`src/rtl/adder_rs_array.sv`:
```
// adder_rs_array: reservation-station array in front of one add/logic pipe.
// Ports: clock/reset; issue side (issue, opcode, A/B, *_invalid -> issued,
// available, RS_available, error); RS_executing; CDB master side (CDB_rts,
// CDB_xmit, CDB_*_out); CDB snoop side (CDB_*_in).
module adder_rs_array #(
  parameter int WIDTH    = 32,
  parameter int TAG_W    = 6,
  parameter int NUM_RS   = 3,
  parameter int BASE_TAG = 1,
  parameter int LATENCY  = 2
) (
  input  logic             clock,
  input  logic             reset,
  input  logic             issue,
  input  logic [2:0]       opcode,
  input  logic [WIDTH-1:0] A,
  input  logic [WIDTH-1:0] B,
  input  logic             A_invalid,
  input  logic             B_invalid,
  output logic [TAG_W-1:0] issued,
  output logic             available,
  output logic [TAG_W-1:0] RS_available,
  output logic             error,
  output logic [TAG_W-1:0] RS_executing,
  output logic             CDB_rts,
  input  logic             CDB_xmit,
  output logic [WIDTH-1:0] CDB_data_out,
  output logic [TAG_W-1:0] CDB_source_out,
  output logic             CDB_write_out,
  input  logic [WIDTH-1:0] CDB_data_in,
  input  logic [TAG_W-1:0] CDB_source_in,
  input  logic             CDB_write_in
);

  localparam int IW = (NUM_RS > 1) ? $clog2(NUM_RS) : 1;
  localparam int CW = (LATENCY > 1) ? $clog2(LATENCY) : 1;

  typedef enum logic [1:0] {
    S_IDLE,
    S_EXEC,
    S_WAIT
  } state_t;

  function automatic logic [TAG_W-1:0] f_tag(input int i);
    return TAG_W'(BASE_TAG + i);
  endfunction

  function automatic logic [IW-1:0] f_wrap(input int v);
    return (v >= NUM_RS) ? IW'(v - NUM_RS) : IW'(v);
  endfunction

  state_t             r_state;
  state_t             w_state_nx;
  logic [NUM_RS-1:0]  r_busy;
  logic [2:0]         r_op [NUM_RS];
  logic [WIDTH-1:0]   r_vj [NUM_RS];
  logic [WIDTH-1:0]   r_vk [NUM_RS];
  logic [TAG_W-1:0]   r_qj [NUM_RS];
  logic [TAG_W-1:0]   r_qk [NUM_RS];
  logic [IW-1:0]      r_ptr;
  logic [CW-1:0]      r_cnt;
  logic [IW-1:0]      r_exec_idx;
  logic [WIDTH-1:0]   r_result;
  logic [TAG_W-1:0]   r_issued;
  logic               r_error;

  logic               w_free_found;
  logic [IW-1:0]      w_free_idx;
  logic [NUM_RS-1:0]  w_ready;
  logic               w_disp_found;
  logic [IW-1:0]      w_disp_idx;
  logic               w_dispatch;
  logic               w_grant;
  logic               w_bad_op;
  logic               w_issue_ok;
  logic               w_issue_err;
  logic [WIDTH-1:0]   w_vj;
  logic [WIDTH-1:0]   w_vk;
  logic [WIDTH-1:0]   w_alu;
  logic               w_a_hit;
  logic               w_b_hit;
  logic [WIDTH-1:0]   w_a_v;
  logic [WIDTH-1:0]   w_b_v;
  logic [TAG_W-1:0]   w_a_q;
  logic [TAG_W-1:0]   w_b_q;

  // lowest-index free station
  always_comb begin
    w_free_found = 1'b0;
    w_free_idx   = '0;
    for (int i = NUM_RS - 1; i >= 0; i--) begin
      if (!r_busy[i]) begin
        w_free_found = 1'b1;
        w_free_idx   = IW'(i);
      end
    end
  end

  always_comb begin
    w_ready = '0;
    for (int i = 0; i < NUM_RS; i++) begin
      w_ready[i] = r_busy[i] && (r_qj[i] == '0) && (r_qk[i] == '0);
    end
  end

  // first ready station at or after the round-robin pointer
  always_comb begin
    w_disp_found = 1'b0;
    w_disp_idx   = '0;
    for (int k = NUM_RS - 1; k >= 0; k--) begin
      if (w_ready[f_wrap(int'(r_ptr) + k)]) begin
        w_disp_found = 1'b1;
        w_disp_idx   = f_wrap(int'(r_ptr) + k);
      end
    end
  end

  always_comb begin
    w_alu = '0;
    w_vj  = r_vj[w_disp_idx];
    w_vk  = r_vk[w_disp_idx];
    case (r_op[w_disp_idx])
      3'b000:  w_alu = w_vj + w_vk;
      3'b001:  w_alu = w_vj - w_vk;
      3'b100:  w_alu = w_vj | w_vk;
      3'b101:  w_alu = w_vj & w_vk;
      3'b110:  w_alu = ~w_vj;
      3'b111:  w_alu = w_vj ^ w_vk;
      default: w_alu = '0;
    endcase
  end

  assign w_bad_op    = (opcode[2:1] == 2'b01);
  assign w_issue_ok  = issue && !w_bad_op && w_free_found;
  assign w_issue_err = issue && (w_bad_op || !w_free_found);

  // an operand whose producer broadcasts this very cycle is taken off the bus
  assign w_a_hit = A_invalid && CDB_write_in
                && (CDB_source_in == A[TAG_W-1:0]);
  assign w_b_hit = B_invalid && CDB_write_in
                && (CDB_source_in == B[TAG_W-1:0]);
  assign w_a_v = w_a_hit ? CDB_data_in : A;
  assign w_b_v = w_b_hit ? CDB_data_in : B;
  assign w_a_q = (A_invalid && !w_a_hit) ? A[TAG_W-1:0] : '0;
  assign w_b_q = (B_invalid && !w_b_hit) ? B[TAG_W-1:0] : '0;

  always_ff @(posedge clock or posedge reset) begin
    if (reset) r_state <= S_IDLE;
    else       r_state <= w_state_nx;
  end

  always_comb begin
    w_state_nx = r_state;
    w_dispatch = 1'b0;
    w_grant    = 1'b0;
    case (r_state)
      S_IDLE: begin
        if (w_disp_found) begin
          w_dispatch = 1'b1;
          w_state_nx = S_EXEC;
        end
      end
      S_EXEC: begin
        if (r_cnt == '0) w_state_nx = S_WAIT;
      end
      S_WAIT: begin
        if (CDB_xmit) begin
          w_grant    = 1'b1;
          w_state_nx = S_IDLE;
        end
      end
      default: w_state_nx = S_IDLE;
    endcase
  end

  always_ff @(posedge clock or posedge reset) begin
    if (reset) begin
      r_busy     <= '0;
      r_ptr      <= '0;
      r_cnt      <= '0;
      r_exec_idx <= '0;
      r_result   <= '0;
      r_issued   <= '0;
      r_error    <= 1'b0;
      for (int i = 0; i < NUM_RS; i++) begin
        r_op[i] <= '0;
        r_vj[i] <= '0;
        r_vk[i] <= '0;
        r_qj[i] <= '0;
        r_qk[i] <= '0;
      end
    end else begin
      r_issued <= '0;
      r_error  <= w_issue_err;
      if (CDB_write_in) begin
        for (int i = 0; i < NUM_RS; i++) begin
          if (r_busy[i] && r_qj[i] != '0 && r_qj[i] == CDB_source_in) begin
            r_vj[i] <= CDB_data_in;
            r_qj[i] <= '0;
          end
          if (r_busy[i] && r_qk[i] != '0 && r_qk[i] == CDB_source_in) begin
            r_vk[i] <= CDB_data_in;
            r_qk[i] <= '0;
          end
        end
      end
      if (w_issue_ok) begin
        r_busy[w_free_idx] <= 1'b1;
        r_op[w_free_idx]   <= opcode;
        r_vj[w_free_idx]   <= w_a_v;
        r_vk[w_free_idx]   <= w_b_v;
        r_qj[w_free_idx]   <= w_a_q;
        r_qk[w_free_idx]   <= w_b_q;
        r_issued           <= f_tag(int'(w_free_idx));
      end
      if (w_grant) r_busy[r_exec_idx] <= 1'b0;
      if (w_dispatch) begin
        r_ptr      <= f_wrap(int'(w_disp_idx) + 1);
        r_exec_idx <= w_disp_idx;
        r_result   <= w_alu;
        r_cnt      <= CW'(LATENCY - 1);
      end else if (r_state == S_EXEC && r_cnt != '0) begin
        r_cnt <= r_cnt - 1'b1;
      end
    end
  end

  assign issued         = r_issued;
  assign error          = r_error;
  assign available      = w_free_found;
  assign RS_available   = w_free_found ? f_tag(int'(w_free_idx)) : '0;
  assign RS_executing   = (r_state != S_IDLE) ? f_tag(int'(r_exec_idx)) : '0;
  assign CDB_rts        = (r_state == S_WAIT);
  assign CDB_write_out  = CDB_xmit && CDB_rts;
  assign CDB_data_out   = CDB_rts ? r_result : '0;
  assign CDB_source_out = CDB_rts ? f_tag(int'(r_exec_idx)) : '0;

endmodule

```
`config.mk`:
```
export PLATFORM = sky130hd
export DESIGN_NAME = adder_rs_array
export DESIGN_NICKNAME = d
export VERILOG_FILES = /design/src/rtl/adder_rs_array.sv
export SDC_FILE = /design/constraint.sdc
export NUM_CORES = 1
export LEC_CHECK = 0
export BUFFER_PORTS_ARGS = -buffer_cell sky130_fd_sc_hd__buf_2
export CORE_UTILIZATION = 55
export CTS_BUF_LIST = sky130_fd_sc_hd__clkbuf_8 sky130_fd_sc_hd__clkbuf_16
export CTS_CLUSTER_SIZE = 25
export DETAILED_ROUTE_END_ITERATION = 16
export PLACE_DENSITY = 0.77
export SYNTH_ARGS = -nofsm -noshare
export SYNTH_HDL_FRONTEND = slang
export SYNTH_SLANG_ARGS = --single-unit
```
`constraint.sdc`:
```
create_clock -name clock -period 14 [get_ports clock]
set_clock_uncertainty 0.1 [all_clocks]
set_input_delay 2.8 -clock clock [delete_from_list [all_inputs] [get_ports clock]]
set_output_delay 2.8 -clock clock [all_outputs]
set_load 0.05 [all_outputs]
```
==> impl_metrics.tcl <==
set metrics [dict create \
    synth_edf_count 0 \
    wire_per_inst_um 20.7 \
    cts_setup_buffers 0 \
    yosysUniqueCellTypes 78 \
    yosysMostFrequentCell "nor2_1" \
    htree_levels 1 \
    yosys.area.top_type "dfrtp_1" \
    rows 66 \
    port_buffers 158 \
    initial_utilization_pct 55.7 \
    synthTopCellsByArea "dfrtp_1, nor2_1, o22ai_1" \
    drive_above_1_share_pct 13.0 \
    cts_made_buffers 31 \
    async_flop_share_pct 100 \
    antenna_found_initial 7 \
    ant_nets 0 \
    root_buffer "clkbuf_16" \
    syn_to_final_growth_pct 11.0 \
    die_w_um 183 \
    crit-reg2reg-launch "r_qj[7]" \
    yosysSeqAreaShare_pct 39.2 \
    cts_buffer_depth 3 \
    grt_usage_pct 33.2 \
    cts_tree "yes" \
    grt_start_max_net_pins 191 \
    critPathMaxFanout 69 \
    r2r-end "r_result[30]" \
    drc 0 \
    fin_tns_setup_ns 0 \
    reg2reg_depth 23 \
    ctsHoldBuffers 0 \
    clkLatencyLatePin_ns 0.58 \
    cp-startpoint "r_qj[7]" \
    multiInputGateArea_um2 10100 \
    fin_nets 2464 \
    hp-class "reg -> reg" \
    fmax_ghz 0.126 \
    fp.dieArea_um2 33600 \
    finalSetupViolations 0 \
    routed_wl_mm 56.2 \
    post_cts_resize_count 0 \
    seq_area_um2 7080 \
    yosysWarnings 0 \
    yosys.area.top_type_share_pct 39.2 \
    yosys_most_used_dff "dfrtp_1" \
    maxCapViolations 0 \
    synthCells 2165 \
    min_period_over_period_pct 56.8 \
    drt_pass1_iterations 5 \
    finalHoldViolations 0 \
    synth_commonest_cells "nor2_1, dfrtp_1, o22ai_1" \
    r2r_setup_slack_ns 6.05 \
    end_kind "register" \
    clkSinkCount 283 \
    grt_pass1_wl_mm 87.5 \
    netlist_area_um2 18100 \
    rsz0062_at_grt "no" \
    gp_congestion 0.937 \
    syn_avg_cell_area_um2 8.35 \
    worstPathArrival_ns 8.29 \
    holdPathEnd "r_result[3]" \
    n_fill_cell 2824 \
    die_h_um 183 \
    grt_overflow 0 \
    synth-seq-cells 283 \
    holdCritStartpoint "r_result[3]" \
    cp.required_ns 14.33 \
    slew_headroom_pct 19.8 \
    vias_per_cell 6.25 \
    cts.clk_slew.worst_paths_ns 0.06 \
    critPathKind "reg -> reg" \
    post-route-min-period_ns 7.95 \
    slew_viol_final 0 \
    final_util_pct 61.8 \
    ioPinCount 172 \
    vias 17000 \
    worst_setup_path_start_kind "register" \
    drtIter0Drc 1944 \
    status "completed" \
    dp_hpwl_mm 38.2 \
    worst_pin_slew_ns 1.19 \
    whs_path_depth 2 \
    grt_pass1_vias 15700 \
    core_um2 32500 \
]
final cells by class:
| type | count | area share [%] |
|---|---|---|
| Multi-Input combinational cell | 1659 | 50.3 |
| Clock buffer | 32 | 3.93 |
| Sequential cell | 283 | 35.3 |
| Clock inverter | 23 | 0.892 |
| Inverter | 86 | 1.65 |
| Timing Repair Buffer | 188 | 5.13 |
| Tap cell | 442 | 2.76 |
| Antenna cell | 7 | 0.0873 |
worst max path at each step:
stage / end / slack [ns] / cells after the start
2_1_floorplan: error / 3.29 / 1
3_3_place_gp: r_result[30] / 6.45 / 23
3_5_place_dp: r_result[30] / 6.29 / 23
4_1_cts: r_result[30] / 6.23 / 23
5_1_grt: r_result[30] / 5.53 / 23
6_report: r_result[30] / 6.05 / 23
flip-flops by register name, indices dropped and copies added, names as in the netlist:
| name | count |
|---|---|
| error | 1 |
| r_vk | 96 |
| issued | 3 |
| r_qk | 18 |
| r_cnt | 1 |
| r_vj | 96 |
| r_exec_idx | 2 |
| r_ptr | 2 |
| r_op | 9 |
| r_busy | 3 |
| r_result | 32 |
| r_state | 2 |
| r_qj | 18 |
cells in the final DEF (no fill, tap or decap), types with 20 or more instances in the layout:
master and count:
nor3_1 26, inv_1 97, a22oi_1 21, a21oi_1 95, a22o_1 54, a31oi_1 20
o22ai_1 208, xor2_1 38, clkbuf_16 31, nand3_1 59, xnor2_1 67, buf_4 29
buf_2 158, ha_1 102, o21ai_0 83, and2_1 43, dfrtp_1 283, nor2_1 435
nand2_1 169
per-stage QoR:
stage,instance area (um2),hold slack [ns],setup slack (ns),cells
6_report,20100,0.369,6.05,2720
2_1_floorplan,18100,0.342,3.29,2178
4_1_cts,20000,0.376,6.23,2713
3_3_place_gp,19100,0.353,6.45,2658
3_5_place_dp,19100,0.363,6.29,2658
5_1_grt,20100,0.409,5.53,2720
kinds of logic (layout without fill, tap and decap cells):
group | Yosys count | count (layout) | share of synthesized area [%]
muxes | 25 | 25 | 1.59
xor gates and xnor gates | 105 | 105 | 5.09
other | 1 | 21 | 0.0207
adders and majority gates | 104 | 104 | 7.22
DFF | 283 | 283 | 39.2
AOI/OAI and AO/OA | 589 | 589 | 21.3
and+or+nand+nor | 822 | 822 | 20.1
buffers and inverters | 236 | 329 | 5.49
routing by layer:
metal / routed length [um] / vias to the layer above / global-route usage (%)
li1: - / 7768 / -
met1: 24000 / 8140 / 49.2
met2: 24000 / 992 / 48.3
met3: 6850 / 89 / 7.21
met4: 1350 / 0 / 9.47
met5: 0 / - / 0
worst max-delay path, stage by stage, from the launching register on:
cell      delay [ns]
dfrtp_1         0.41
nor4_1          0.49
nand4_1         0.25
a211oi_1        0.35
and2_2          0.21
buf_4           0.67
mux2_4          0.36
mux2_2          0.26
buf_4           0.26
nor3_4          0.77
o21ai_0         0.39
fa_1            0.52
a21o_1          0.19
a21oi_1         0.25
o21ai_0         0.19
a32oi_1         0.34
nor3_1          0.12
o31ai_1         0.33
a22oi_1         0.18
a31oi_1         0.33
nor2_1          0.08
o41ai_1         0.39
mux2i_1         0.24
o21ai_0         0.09
Power is not shown: default switching activity piles up to over one toggle a cycle in this logic, so the estimate is an artifact.
